## src/rtl/led_fader_pkg.sv

```systemverilog
// Shared types for the multi-channel LED fader: channel routing modes and
// ramp direction.
package led_fader_pkg;

  // Channel routing modes; encoding 3 is reserved and never stored.
  typedef enum logic [1:0] {
    MODE_SEQ    = 2'd0,
    MODE_ALL    = 2'd1,
    MODE_STATIC = 2'd2
  } mode_e;

  localparam logic [1:0] MODE_RESERVED = 2'd3;

  // Direction of the triangle brightness ramp.
  typedef enum logic {
    DIR_UP   = 1'b0,
    DIR_DOWN = 1'b1
  } dir_e;

  // True for encodings that map onto a real mode.
  function automatic logic mode_is_valid(input logic [1:0] m);
    return m != MODE_RESERVED;
  endfunction

endpackage

```

## src/rtl/breath_ramp.sv

```systemverilog
// Triangle ("breathing") brightness generator. Steps once per step_i strobe,
// rising to MAX and falling back to 0 with saturation at both ends.
// level_o is the level that will hold after the current clock edge, so the
// caller can latch it on the same edge that advances the ramp.
module breath_ramp
  import led_fader_pkg::*;
#(
  parameter int MAX  = 46875,
  parameter int STEP = 183,
  localparam int LW  = $clog2(MAX + 1)
) (
  input  logic          clk,
  input  logic          reset,
  input  logic          step_i,
  input  logic          freeze_i,
  input  logic          clear_i,
  output logic [LW-1:0] level_o,
  output logic          at_zero_o
);

  // One extra bit of headroom so level+STEP cannot wrap before the clamp.
  localparam logic [LW:0] MAX_W  = MAX[LW:0];
  localparam logic [LW:0] STEP_W = (STEP > MAX) ? MAX[LW:0] : STEP[LW:0];

  logic [LW-1:0] level_q, level_d;
  dir_e          dir_q, dir_d;
  logic [LW:0]   level_ext;
  logic [LW:0]   level_sum;
  logic [LW:0]   level_diff;
  logic          advance;

  assign advance    = step_i && !freeze_i;
  assign level_ext  = {1'b0, level_q};
  assign level_sum  = level_ext + STEP_W;
  assign level_diff = level_ext - STEP_W;

  // A descending step that lands on zero marks the end of one breath.
  assign at_zero_o = advance && (dir_q == DIR_DOWN) && (level_ext <= STEP_W);
  assign level_o   = level_d;

  // Next level/direction: clear wins, otherwise one saturating step per strobe.
  always_comb begin
    level_d = level_q;
    dir_d   = dir_q;
    if (clear_i) begin
      level_d = '0;
      dir_d   = DIR_UP;
    end else if (advance) begin
      if (dir_q == DIR_UP) begin
        if (level_sum >= MAX_W) begin
          level_d = MAX_W[LW-1:0];
          dir_d   = DIR_DOWN;
        end else begin
          level_d = level_sum[LW-1:0];
        end
      end else begin
        if (level_ext <= STEP_W) begin
          level_d = '0;
          dir_d   = DIR_UP;
        end else begin
          level_d = level_diff[LW-1:0];
        end
      end
    end
  end

  // Ramp state register.
  always_ff @(posedge clk or posedge reset) begin
    if (reset) begin
      level_q <= '0;
      dir_q   <= DIR_UP;
    end else begin
      level_q <= level_d;
      dir_q   <= dir_d;
    end
  end

endmodule

```

## src/rtl/multi_channel_led_fader.sv

```systemverilog
// N-channel PWM LED fader. One shared frame counter, one breathing ramp, and
// per-channel duty registers that only change on the last clock of a frame so
// no output ever sees a partial or doubled pulse. Configuration is captured
// into a shadow copy and takes effect at the next frame boundary.
module multi_channel_led_fader
  import led_fader_pkg::*;
#(
  parameter int    NUM_CH       = 3,
  parameter int    PWM_PERIOD   = 46875,
  parameter int    STEP         = 183,
  parameter bit    ACTIVE_LOW   = 1'b1,
  parameter mode_e DEFAULT_MODE = MODE_SEQ,
  localparam int   DW           = $clog2(PWM_PERIOD + 1),
  localparam int   CW           = (NUM_CH > 1) ? $clog2(NUM_CH) : 1
) (
  input  logic              clk,
  input  logic              reset,
  input  logic              enable_i,
  input  logic              cfg_we_i,
  input  logic [1:0]        cfg_mode_i,
  input  logic [NUM_CH-1:0] cfg_chan_mask_i,
  input  logic [DW-1:0]     cfg_static_duty_i,
  output logic              cfg_pending_o,
  output logic              frame_end_o,
  output logic              breath_end_o,
  output logic [CW-1:0]     active_ch_o,
  output logic [NUM_CH-1:0] led_o
);

  localparam logic [DW-1:0]     LAST_CNT = DW'(PWM_PERIOD - 1);
  localparam logic [DW-1:0]     PERIOD_W = DW'(PWM_PERIOD);
  localparam logic [NUM_CH-1:0] LED_OFF  = {NUM_CH{ACTIVE_LOW}};

  // Next set mask bit above cur, wrapping; cur itself if it is the only one.
  function automatic logic [CW-1:0] next_ch(input logic [NUM_CH-1:0] m,
                                            input logic [CW-1:0]     cur);
    logic [CW-1:0] r;
    int            idx;
    r = cur;
    for (int k = NUM_CH - 1; k >= 1; k--) begin
      idx = (int'(cur) + k) % NUM_CH;
      if (m[idx]) r = CW'(idx);
    end
    return r;
  endfunction

  // Lowest set mask bit (zero when the mask is empty).
  function automatic logic [CW-1:0] lowest_ch(input logic [NUM_CH-1:0] m);
    logic [CW-1:0] r;
    r = '0;
    for (int k = NUM_CH - 1; k >= 0; k--) begin
      if (m[k]) r = CW'(k);
    end
    return r;
  endfunction

  logic [DW-1:0]     cnt_q, cnt_d;
  mode_e             mode_q, mode_d;
  logic [NUM_CH-1:0] mask_q, mask_d;
  logic [DW-1:0]     static_q, static_d;
  mode_e             shadow_mode_q;
  logic [NUM_CH-1:0] shadow_mask_q;
  logic [DW-1:0]     shadow_static_q;
  logic              pending_q, pending_d;
  logic [CW-1:0]     active_q, active_d;
  logic [CW-1:0]     active_adv;
  logic [NUM_CH-1:0] led_q;
  logic [NUM_CH-1:0] pwm_raw;

  logic              frame_end;
  logic              apply;
  logic              cfg_accept;
  logic [DW-1:0]     static_in;
  logic              ramp_clear;
  logic [DW-1:0]     level_next;
  logic              breath_end;

  assign frame_end  = enable_i && (cnt_q == LAST_CNT);
  assign apply      = frame_end && pending_q;
  assign cfg_accept = cfg_we_i && mode_is_valid(cfg_mode_i);
  assign static_in  = (cfg_static_duty_i > PERIOD_W) ? PERIOD_W : cfg_static_duty_i;
  assign ramp_clear = apply && (shadow_mode_q != mode_q);

  assign mode_d   = apply ? shadow_mode_q   : mode_q;
  assign mask_d   = apply ? shadow_mask_q   : mask_q;
  assign static_d = apply ? shadow_static_q : static_q;

  breath_ramp #(
    .MAX  (PWM_PERIOD),
    .STEP (STEP)
  ) u_ramp (
    .clk       (clk),
    .reset     (reset),
    .step_i    (frame_end),
    .freeze_i  (mode_q == MODE_STATIC),
    .clear_i   (ramp_clear),
    .level_o   (level_next),
    .at_zero_o (breath_end)
  );

  // Frame counter advances only while enabled and wraps at the period.
  always_comb begin
    cnt_d = cnt_q;
    if (enable_i) begin
      cnt_d = frame_end ? '0 : cnt_q + DW'(1);
    end
  end

  // Pending flag: a fresh valid write always wins over a same-cycle apply.
  always_comb begin
    pending_d = pending_q;
    if (cfg_accept) begin
      pending_d = 1'b1;
    end else if (apply) begin
      pending_d = 1'b0;
    end
  end

  // Channel rotation at breath end, then re-home if the new mask excludes it.
  always_comb begin
    active_adv = active_q;
    if (breath_end && (mode_q == MODE_SEQ) && (|mask_q)) begin
      active_adv = next_ch(mask_q, active_q);
    end
    active_d = active_adv;
    if (apply && (shadow_mode_q == MODE_SEQ) && (|shadow_mask_q) &&
        !shadow_mask_q[active_adv]) begin
      active_d = lowest_ch(shadow_mask_q);
    end
  end

  // Control and configuration registers.
  always_ff @(posedge clk or posedge reset) begin
    if (reset) begin
      cnt_q           <= '0;
      mode_q          <= DEFAULT_MODE;
      mask_q          <= '1;
      static_q        <= '0;
      shadow_mode_q   <= DEFAULT_MODE;
      shadow_mask_q   <= '1;
      shadow_static_q <= '0;
      pending_q       <= 1'b0;
      active_q        <= '0;
    end else begin
      cnt_q     <= cnt_d;
      mode_q    <= mode_d;
      mask_q    <= mask_d;
      static_q  <= static_d;
      pending_q <= pending_d;
      active_q  <= active_d;
      if (cfg_accept) begin
        shadow_mode_q   <= mode_e'(cfg_mode_i);
        shadow_mask_q   <= cfg_chan_mask_i;
        shadow_static_q <= static_in;
      end
    end
  end

  // Per-channel duty: the target is computed from post-boundary state so the
  // frame that follows shows the level the ramp has just moved to.
  for (genvar gi = 0; gi < NUM_CH; gi++) begin : g_ch
    logic [DW-1:0] duty_q, duty_d;

    // Routing of ramp level / static duty to this channel.
    always_comb begin
      duty_d = '0;
      if (mask_d[gi]) begin
        case (mode_d)
          MODE_SEQ:    if (active_d == CW'(gi)) duty_d = level_next;
          MODE_ALL:    duty_d = level_next;
          MODE_STATIC: duty_d = static_d;
          default:     duty_d = '0;
        endcase
      end
    end

    // Duty only changes on the frame boundary.
    always_ff @(posedge clk or posedge reset) begin
      if (reset) begin
        duty_q <= '0;
      end else if (frame_end) begin
        duty_q <= duty_d;
      end
    end

    assign pwm_raw[gi] = (cnt_q < duty_q);
  end

  // Registered LED drive; disabled means dark on the very next cycle.
  always_ff @(posedge clk or posedge reset) begin
    if (reset) begin
      led_q <= LED_OFF;
    end else begin
      led_q <= enable_i ? (pwm_raw ^ LED_OFF) : LED_OFF;
    end
  end

  assign cfg_pending_o = pending_q;
  assign frame_end_o   = frame_end;
  assign breath_end_o  = breath_end;
  assign active_ch_o   = active_q;
  assign led_o         = led_q;

endmodule
```

## config.mk

```make
export PLATFORM = sky130hd
export DESIGN_NAME = multi_channel_led_fader
export DESIGN_NICKNAME = d
export VERILOG_FILES = /design/src/rtl/led_fader_pkg.sv /design/src/rtl/breath_ramp.sv /design/src/rtl/multi_channel_led_fader.sv
export SDC_FILE = /design/constraint.sdc
export NUM_CORES = 1
export LEC_CHECK = 0
export ABC_AREA = 1
export CAP_MARGIN = 10
export CORE_AREA = 2 2 148 179
export DETAILED_ROUTE_END_ITERATION = 8
export DIE_AREA = 0 0 150 181
export SYNTH_ARGS = -nofsm -noshare
export SYNTH_HDL_FRONTEND = slang
export SYNTH_SLANG_ARGS = --single-unit
```

## constraint.sdc

```tcl
create_clock -name clk -period 12.23 [get_ports clk]
set_input_delay 2.446 -clock clk [delete_from_list [all_inputs] [get_ports clk]]
set_output_delay 2.446 -clock clk [all_outputs]
set_load 0.1 [all_outputs]
```

# Word level (Yosys, flattened, before mapping)
# Cells that the tools add are included.
[word_totals]
register_bits = 129
latch_bits = 0
ramBits = 0
romBits = 0
input_bits = 25
out_inout_bits = 8
elab_cells = 104
n_memories = 0
[classes]
n_addsub = 5
mul = 0
n_div = 2
n_lt_le_gt_ge = 9
n_eq_ne = 8
shifts = 0
mux = 42
bitwise_logic = 1
reduce_logical = 22
[ops]
columns = ["op", "count"]
rows = [
  ["$mux 16", 14],
  ["$pmux 16 s3", 3],
  ["$lt 32x4->1 const B", 2],
  ["$mod 32x3->32 const B", 2],
  ["$lt 16x16->1", 3],
  ["$add 16x8->17 const B", 1],
  ["$ge 17x16->1 const B", 1],
  ["$add 16x1->16 const B", 1],
  ["$eq 16x16->1 const B", 1],
  ["$gt 16x16->1 const B", 1],
  ["$le 16x8->1 const B", 1],
  ["$mux 2", 8],
  ["$sub 16x8->16 const B", 1],
  ["$logic_and 1x1->1", 12],
  ["$mux 1", 12],
  ["$logic_not 2->1", 4],
  ["$bmux 1 s2", 3],
  ["$eq 2x2->1 const B", 3],
  ["$mux 3", 2],
  ["$reduce_or 3->1", 2],
  ["$eq 2x1->1 const B", 2],
  ["$reduce_bool 2->1", 2],
  ["$add 2x1->3 const B", 1],
  ["$add 2x2->3 const B", 1],
  ["other kinds (5)", 6],
]

# Depth between registers and ports, before layout
# Gate-level depths: netlist of the first run.
[logic_depth]
word_depth = 17
ltp_mapped = 23
mapped_depth_nobuf = 23

# Modules after synthesis
# Synthesis of the first run repeated with hierarchy kept, for this count alone.
[unflattened]
hier_cells = 1266
area_unflattened_um2 = 8728.4
[modules_own_cells]
columns = ["module", "instances", "cells_each", "area_per_inst_um2", "seq_area_each_um2"]
rows = [
  ["multi_channel_led_fader", 1, 963, 6956.7, 2813.9],
  ["breath_ramp", 1, 303, 1771.7, 425.4],
]

# Worst setup path before layout of the first run
# Ideal clock, no wire load.
[synth_timing]
kind = "in2out"
startpoint = "input enable_i"
endpoint = "output breath_end_o"
arrival_ns = 3.624
t_required_ns = 9.784
setup_slack_ns = 6.160
cell_stages = 7
n_path_buf = 1
path_cell_list = "buf_4 nand4_1 nor2_2 nand2_4 nor2_8 inv_2 nor2_4"
[synth_via]
elab_chain_len = 4
[synth_lines]
columns = ["item", "line_no", "source"]
rows = [
  ["from (decl)", "multi_channel_led_fader.sv:18", "input logic enable_i,"],
  ["$logic_and 1x1->1", "multi_channel_led_fader.sv:78", "assign frame_end = enable_i && (cnt_q == LAST_CNT);"],
  ["$logic_and 1x1->1", "breath_ramp.sv:32", "assign advance = step_i && !freeze_i;"],
  ["$logic_and 1x1->1 (2 in series)", "breath_ramp.sv:38", "assign at_zero_o = advance && (dir_q == DIR_DOWN) && (level_ext <= STEP_W);"],
  ["to (decl)", "multi_channel_led_fader.sv:25", "output logic breath_end_o,"],
]
# Every way passes these cells.

# Worst setup path in the final report of the first run
# Ends and elaborated chain as after synthesis.

==> results of run 1 <==
[through the flow]
step / total power, mW / hold WS [ns]
floorplan: 0.5805 / 0.4384
global placement: 0.6225 / 0.4541
detailed placement: 0.6289 / 0.4621
CTS: 1.123 / 0.4785
global route: 1.172 / 0.5030
finish: 1.110 / 0.4714
[cell usage in the layout (no fill, tap or decap), types with 6 or more instances in the layout]
| cell | netlist | layout |
|---|---|---|
| nand2_1 | 457 | 457 |
| ha_1 | 52 | 52 |
| nand2_2 | 10 | 10 |
| clkbuf_16 | 0 | 17 |
| nand3b_1 | 13 | 13 |
| clkdlybuf4s50_1 | 0 | 32 |
| a31oi_1 | 12 | 12 |
| a21oi_1 | 46 | 46 |
| nand4_1 | 21 | 21 |
| dfstp_2 | 9 | 9 |
| nand3_1 | 96 | 96 |
| nor2_1 | 68 | 68 |
| o211ai_1 | 6 | 6 |
| dfrtp_1 | 120 | 120 |
| inv_2 | 13 | 13 |
| xor2_1 | 7 | 7 |
| o21ai_0 | 66 | 66 |
| inv_1 | 159 | 158 |
| nor3_1 | 15 | 15 |
| nor2_2 | 10 | 10 |
[routing by layer]
metal  up-vias  share of wire (%)  GRT usage [%]
met1      3694                 47          24.70
met5         -                  0              0
met2       116                 48          29.37
met3        30                2.8          2.424
li1       4081                  -              -
met4         0                2.2          6.038
[cell usage after synthesis, drive strengths merged (2+ instances only)]
master	instances	area, sq um
a21boi	4	30.03
nor4	3	18.77
nand3	102	555.5
nand4	21	131.4
o21ai	70	350.3
clkbuf	20	75.07
inv	172	645.6
ha	52	650.6
a31oi	12	75.07
clkinv	2	7.510
a21oi	46	230.2
buf	19	116.4
o211ai	6	45.04
or2	2	12.51
nand2	468	1789
xnor2	2	17.52
and2	2	12.52
xor2	7	61.31
dfrtp	120	3003
a211oi	5	37.54
nor3	16	85.08
nor2	85	422.9
nand3b	13	97.59
dfstp	9	236.5
[worst paths after layout]
kind | start | slack (ns) | endpoint | cells past startpoint
max in group asynchronous | reset | 8.33 | g_ch[1].duty_q[5]$_DFFE_PP0N_ | 3
setup reg to reg | cnt_q[0]$_DFFE_PP0P_ | 7.67 | g_ch[0].duty_q[11]$_DFFE_PP0N_ | 14
hold reg to reg | static_q[13]$_DFF_PP0_ | 0.47 | static_q[13]$_DFF_PP0_ | 2
hold / removal | static_q[13]$_DFF_PP0_ | 0.47 | static_q[13]$_DFF_PP0_ | 2
min in group asynchronous | reset | 2.51 | shadow_static_q[15]$_DFFE_PP0P_ | 2
setup / recovery | enable_i | 4.33 | breath_end_o | 8
[critical path: stages]
cell and delay (ns):
clkdlybuf4s50_1 0.60, nand4_1 0.15, nor2_2 0.14, nand2_4 0.37, nor2_8 0.33, inv_2 0.09
nor2_4 0.14, clkdlybuf4s50_1 1.15
[flip-flops by register name, indices dropped and copies added (netlist names)]
register / cells
active_ch_o: 2
cfg_pending_o: 1
cnt_q: 16
g_ch.duty_q: 48
led_o: 3
mask_q: 3
mode_q: 2
shadow_mask_q: 3
shadow_mode_q: 2
shadow_static_q: 16
static_q: 16
u_ramp.dir_q: 1
u_ramp.level_q: 16
[kinds of logic (layout without fill, tap and decap cells)]
group	Yosys count	after routing	share of synthesized area (%)
AOI/OAI and AO/OA	151	151	9.500
xor gates and xnor gates	9	9	0.8986
adders and majority gates	52	52	7.417
buffers and inverters	213	242	9.628
DFF	129	129	36.93
and+or+nand+nor	712	712	35.63
[area by class of cell]
type | count | area, sq um
clock buffers | 17 | 425.4
clock inverters | 15 | 143.9
fillers | 2724 | 15380
inverters | 174 | 655.6
multi-input cells | 924 | 4688
flip-flops and latches | 129 | 3239
well taps | 330 | 412.9
repair buffers | 36 | 354.1
[report_power, final]
group	leakage, nW	internal [mW]	switching (mW)
logic	3.07	0.0594	0.0805
clock network	0.274	0.270	0.221
registers	1.68	0.448	0.0313
==> flow_summary.json, run 1 <==
{
  "status": "complete, no violations",
  "cts_hold_buf": 0,
  "seq_area_frac_synth_pct": 36.93,
  "fin_setup_tns_ns": 0,
  "gp_congestion": 0.8985,
  "ioPinCount": 33,
  "cts_buffer_depth": 2,
  "antenna_cells": 0,
  "hold_viol": 0,
  "num_vias": 7921,
  "fin_area_sq_um": 9920,
  "syn2layout_area_growth_pct": 13.08,
  "die_x_microns": 150,
  "maxSlewViolCount": 0,
  "irDropWorstVdd_uv": 78.13,
  "p_per_area_nw_per_um2": 111.9,
  "synth-main-ff-cell": "dfrtp_1",
  "num-nets-final": 1359,
  "cts_setup_buffers": 0,
  "syn_avg_cell_area_sq_um": 6.929,
  "synth-edff-count": 0,
  "drt_iter0_drc": 497,
  "ant_nets": 0,
  "syn_nets": 1343,
  "drc": 0,
  "cts_tree": "yes",
  "grt_pass1_wl_microns": 38900,
  "drv_cap": 0,
  "fin_crit_sh_pct": 64.62,
  "initial_core_util_pct": 34.67,
  "cts.sinks": 129,
  "cp.arrival_ns": 5.46,
  "setup_slack_ns": 4.326,
  "hpwl_microns": 17630,
  "yosysWarnings": 0,
  "path_class": "in2out",
  "clk_latency_ns": 0.43,
  "final_core_util_pct": 39.20,
  "synthDistinctLibCells": 46,
  "grt_pass1_vias": 7610,
  "htree_num_levels": 4,
  "drt_wl_total_microns": 23430,
  "grt-ovfl-total": 0,
  "crit_path_end_kind": "output port",
  "post_route_cells_drive_above_1_share_pct": 7.413,
  "viasPerCell": 4.874,
  "post_cts_resized": 0,
  "leakagePower_nw": 5.020,
  "fin_skew_ns": 0.01681,
  "syn-cell-area_sq_um": 8772,
  "grt_max_degree": 69,
  "core_sq_um": 25300,
  "cts_root_buffer": "clkbuf_16",
  "tightestPinTransition_ns": 1.201,
  "place_worst_setup_slack_ns": 4.321,
  "rsz0062_at_grt": "false",
  "fin_crit_ns": 7.904,
  "first_pass_iters": 5,
  "placed_area_sq_um": 9339,
  "die_y_microns": 181,
  "portBuffers": 32,
  "antenna_found_initial": 0,
  "dieArea_sq_um": 27150,
  "relSlewSlack_pct": 19.65,
  "clk_pin_slew_ns": 0.06,
  "start_kind": "primary input",
  "fmax_mhz": 126.5,
  "cp.required_ns": 9.78,
  "dp.cells": 1592,
  "drt-wirelength-per-cell_microns": 14.42,
  "synth_cells": 1266,
  "min_path_type": "reg2reg",
  "ys_ff_latch": 129,
  "path_max_fanout": 55,
  "setup_viol": 0,
  "std_cell_rows": 64,
  "cts_made_buffers": 17,
  "async_reset_ff_share_pct": 100.0,
  "grt_use_total_pct": 18.07,
  "fin_cells": 1625
}
(Power assumes the default switching activity.)
==> run 2: changes to the inputs <==
==> constraint.sdc (replaced) <==
create_clock -name clk -period 6.6 [get_ports clk]
set_input_delay 1.32 -clock clk [delete_from_list [all_inputs] [get_ports clk]]
set_output_delay 1.32 -clock clk [all_outputs]
set_load 0.1 [all_outputs]
==> flow_summary.json, run 2 (synthesis gave the netlist of run 1 again) <==
{
  "viasPerCell": 4.875,
  "antenna_found_initial": 0,
  "p_per_area_nw_per_um2": 211.6,
  "irDropWorstVdd_uv": 142.6,
  "setup_viol": 0,
  "maxSlewViolCount": 0,
  "largest_register_ffs": 48,
  "die_x_microns": 150,
  "fmax_mhz": 222.9,
  "num-nets-final": 1362,
  "initial_core_util_pct": 34.67,
  "setup_slack_ns": 2.113,
  "p_comb_share_pct": 12.3,
  "path_max_fanout": 10,
  "finalPower_mw": 2.108,
  "grt_max_degree": 71,
  "cp.required_ns": 5.28,
  "grt_pass1_vias": 7655,
  "htree_num_levels": 4,
  "drt-wirelength-per-cell_microns": 14.34,
  "gp_congestion": 0.8782,
  "cts.sinks": 129,
  "layout_commonest_cell": "nand2_1",
  "min_path_type": "reg2reg",
  "drv_cap": 0,
  "cts_root_buffer": "clkbuf_16",
  "clk_pin_slew_ns": 0.05,
  "drt_wl_total_microns": 23340,
  "clk_latency_ns": 0.42,
  "core_sq_um": 25300,
  "fin_crit_ns": 4.487,
  "post_cts_resized": 0,
  "grt-ovfl-total": 0,
  "tightestPinTransition_ns": 1.107,
  "syn2layout_area_growth_pct": 13.54,
  "status": "complete, no violations",
  "fin_skew_ns": 0.009443,
  "cts_setup_buffers": 0,
  "num_vias": 7937,
  "portBuffers": 32,
  "crit_path_end_kind": "output port",
  "p_clk_share_pct": 45.5,
  "hold_depth": 2,
  "internal_power_mw": 1.535,
  "fin_cells": 1628,
  "grt_use_total_pct": 18.00,
  "antenna_cells": 0,
  "dieArea_sq_um": 27150,
  "first_pass_iters": 5,
  "die_y_microns": 181,
  "post_route_cells_drive_above_1_share_pct": 7.627,
  "std_cell_rows": 64,
  "ioPinCount": 33,
  "final_cell_mix": "nand2_1, inv_1, dfrtp_1",
  "leakagePower_nw": 5.047,
  "cts_tree": "yes",
  "cp.arrival_ns": 3.17,
  "place_worst_setup_slack_ns": 1.636,
  "switching_share_pct": 27.16,
  "hpwl_microns": 17680,
  "p_switching_mw": 0.5724,
  "grt_pass1_wl_microns": 39020,
  "rsz0062_at_grt": "false",
  "ant_nets": 0,
  "top_register": "g_ch.duty_q",
  "hold_viol": 0,
  "fin_crit_sh_pct": 67.98,
  "dp.cells": 1596,
  "r2r_cells": 13,
  "drc": 0,
  "start_kind": "primary input",
  "relSlewSlack_pct": 25.93,
  "drt_iter0_drc": 476,
  "cts_hold_buf": 0,
  "fin_setup_tns_ns": 0,
  "cts_buffer_depth": 2,
  "cts_made_buffers": 17,
  "p_seq_share_pct": 42.2,
  "path_class": "in2out"
}
run 2: power by group through the flow:
stage / clock (mW) / combinational, mW / sequential, mW
after CTS: 0.973 / 0.266 / 0.890
after global placement: 0 / 0.254 / 0.903
after global routing: 1.01 / 0.319 / 0.897
final: 0.959 / 0.259 / 0.889
after floorplan: 0 / 0.194 / 0.882
after detailed placement: 0 / 0.263 / 0.903
run 2: routing by layer:
layer	global-route usage (%)	share of wire (%)
met5	0	0
met4	5.774	2.4
met3	2.778	3.6
met2	28.68	46
met1	25.00	48
run 2: worst max-delay path, stage by stage:
cell and delay [ns]:
clkdlybuf4s50_1 0.59, nand4_1 0.14, nor2_2 0.19, nand2_4 0.12, nor2_8 0.21, inv_2 0.09, nor2_4 0.17, buf_4 0.32
run 2: final cells by class:
cell class / instances / area, sq um
fillers: 2698 / 15340
multi-input cells: 924 / 4688
flip-flops and latches: 129 / 3239
inverters: 174 / 655.6
clock buffers: 19 / 432.9
well taps: 330 / 412.9
repair buffers: 39 / 367.9
clock inverters: 13 / 162.7
run 2: final timing paths:
kind                                          startpoint                        endpoint  slack, ns
setup / recovery                                enable_i                    breath_end_o       2.11
max in group asynchronous                          reset   g_ch[1].duty_q[4]$_DFFE_PP0N_       3.84
hold reg to reg            g_ch[0].duty_q[0]$_DFFE_PP0N_   g_ch[0].duty_q[0]$_DFFE_PP0N_       0.48
setup reg to reg                    cnt_q[0]$_DFFE_PP0P_   g_ch[0].duty_q[2]$_DFFE_PP0N_       2.88
min in group asynchronous                          reset  shadow_static_q[2]$_DFFE_PP0P_       1.43
hold / removal             g_ch[0].duty_q[0]$_DFFE_PP0N_   g_ch[0].duty_q[0]$_DFFE_PP0N_       0.48
run 2: stage by stage:
stage	hold slack [ns]	instance area [sq um]	utilization [%]
floorplan	0.4384	8772	-
global placement	0.4635	9364	37.01
detailed placement	0.4628	9364	37.01
CTS	0.4819	9960	39.36
global route	0.4955	9960	39.36
finish	0.4752	9960	39.36
==> run 3: changes to the inputs <==
==> constraint.sdc (replaced) <==
create_clock -name clk -period 4.1 [get_ports clk]
set_input_delay 0.82 -clock clk [delete_from_list [all_inputs] [get_ports clk]]
set_output_delay 0.82 -clock clk [all_outputs]
set_load 0.1 [all_outputs]
==> flow_summary.json, run 3 (synthesis gave the netlist of run 1 again) <==
{
  "status": "complete, no violations",
  "min_path_type": "reg2reg",
  "leakagePower_nw": 5.066,
  "path_max_fanout": 16,
  "r2r_start": "u_ramp.level_q[0]$_DFF_PP0_",
  "core_sq_um": 25300,
  "irDropWorstVdd_uv": 190.2,
  "rsz0062_at_grt": "false",
  "hold_viol": 0,
  "cp.required_ns": 4.45,
  "viasPerCell": 4.874,
  "holdCritStartpoint": "g_ch[0].duty_q[6]$_DFFE_PP0N_",
  "path_class": "in2reg",
  "drc": 0,
  "grt_pass1_vias": 7691,
  "tightestPinTransition_ns": 0.9749,
  "cp_slowest_stage_delay_ns": 0.60,
  "num_vias": 7978,
  "cts_root_buffer": "clkbuf_16",
  "grt_max_degree": 43,
  "largest_register_ffs": 48,
  "finalPower_mw": 3.259,
  "cts_setup_buffers": 0,
  "cts_hold_buf": 0,
  "die_y_microns": 181,
  "top_register": "g_ch.duty_q",
  "htree_num_levels": 4,
  "antenna_cells": 0,
  "relSlewSlack_pct": 34.81,
  "clk_latency_ns": 0.43,
  "post_cts_resized": 0,
  "grt_use_total_pct": 18.22,
  "antenna_found_initial": 0,
  "fmax_mhz": 290.9,
  "crit_path_end_kind": "flip-flop",
  "initial_core_util_pct": 34.67,
  "p_per_area_nw_per_um2": 325.3,
  "syn2layout_area_growth_pct": 14.21,
  "final_cell_mix": "nand2_1, inv_1, dfrtp_1",
  "fin_skew_ns": 0.01943,
  "drv_cap": 0,
  "gp_congestion": 0.8870,
  "hpwl_microns": 18300,
  "maxSlewViolCount": 0,
  "dieArea_sq_um": 27150,
  "num-nets-final": 1372,
  "layout_commonest_cell": "nand2_1",
  "cts_tree": "yes",
  "crit_path_start": "enable_i",
  "first_pass_iters": 5,
  "regArea_sq_um": 3239,
  "crit_chain": "clkdlybuf4s50_1 > nand2_1 > nand3b_1 > nor2_1 > nand3_1 > nor2_1 > nand3_1 > nand2_1 > inv_2 > nor2_4 > nor2_4 > nand3_1 > nand3_2 > nor2_4 > nand2_1 > nand3_1 > nand2_1 > nand2_1",
  "ioPinCount": 33,
  "cts_made_buffers": 17,
  "multiInputGateArea_sq_um": 4688,
  "slowest_stage": "clkdlybuf4s50_1",
  "post_route_cells_drive_above_1_share_pct": 8.110,
  "drt-wirelength-per-cell_microns": 14.48,
  "drt_iter0_drc": 532,
  "path_delay_family": "simple AND/OR/NAND/NOR gates",
  "fin_setup_tns_ns": 0,
  "cp.arrival_ns": 3.79,
  "start_kind": "primary input",
  "setup_viol": 0,
  "die_x_microns": 150,
  "clk_pin_slew_ns": 0.06,
  "n_fill_cell": 2700,
  "worst-path-buf-inv": 2,
  "cts_buffer_depth": 2,
  "drt_wl_total_microns": 23710,
  "cts.sinks": 129,
  "crit_top_cell": "nand2_1",
  "fin_crit_ns": 3.438,
  "grt_pass1_wl_microns": 39010,
  "fin_crit_sh_pct": 83.86,
  "portBuffers": 32,
  "std_cell_rows": 64,
  "ant_nets": 0,
  "grt-ovfl-total": 0
}
-- run 3: changes by cell type in the layout (fill, tap and decap cells not counted), sizes merged --
cell	delta
buf	+10
bufinv	-2
clkbuf	+3
clkinv	-2
clkinvlp	+3
inv	-3
-- run 3: worst paths after layout --
check,end,cells after the start,slack [ns]
setup / recovery,g_ch[1].duty_q[12]$_DFFE_PP0N_,18,0.66
hold / removal,g_ch[0].duty_q[6]$_DFFE_PP0N_,2,0.48
setup reg to reg,g_ch[2].duty_q[11]$_DFFE_PP0N_,20,0.82
hold reg to reg,g_ch[0].duty_q[6]$_DFFE_PP0N_,2,0.48
max in group asynchronous,shadow_static_q[0]$_DFFE_PP0P_,4,2.29
min in group asynchronous,g_ch[0].duty_q[7]$_DFFE_PP0N_,2,0.90
-- run 3: stage by stage --
stage                     setup slack, ns  std cells  utilization [%]  cell area, sq um  hold slack [ns]
final                              0.6619       1637            39.59             10020           0.4752
after global routing               0.2995       1637            39.59             10020           0.4909
after CTS                          0.7327       1637            39.59             10020           0.4787
after detailed placement           0.3093       1606            37.46              9478           0.4607
after global placement             0.3339       1606            37.46              9478           0.4561
after floorplan                    0.8059       1266                -              8776           0.4384
-- run 3: cell type report --
class                      count  share of cell area (%)
clock buffer                  22                   4.534
tap                          330                   4.121
inverter                     174                   6.557
clock inverter                 9                  0.8617
timing repair buffer          49                   4.796
sequential                   129                   32.33
multi-input combinational    924                   46.80
-- run 3: metal layers --
layer	routed length (microns)	GRT usage, %	part of all wire (%)	up-vias
met5	0	0	0	-
met4	982	9.208	4.1	0
met3	819	3.232	3.5	44
met2	10960	28.97	46	159
met1	10940	23.64	46	3664
li1	-	-	-	4111
-- run 3: report_power, final --
group	leakage, nW	switching [mW]	internal [mW]	total [mW]
logic	3.14	0.246	0.181	0.427
registers	1.68	0.0911	1.34	1.43
clock network	0.248	0.559	0.843	1.40
total	5.07	0.896	2.36	3.26
-- run 3: worst reg2reg max path, cell delays in order, from the launching register on --
cell      delay (ns)
dfrtp_1         0.42
inv_1           0.21
ha_1            0.23
nand2_1         0.06
nand2_1         0.12
inv_1           0.10
nand2_1         0.08
nand2_1         0.08
nand3_1         0.07
nand2_1         0.12
and2_0          0.16
o21bai_1        0.14
nand2_1         0.29
nand2_1         0.14
nor2_2          0.21
nand2_1         0.13
a21oi_1         0.39
nand2_1         0.10
nand2_1         0.08
nand2_1         0.05
nand2_1         0.05
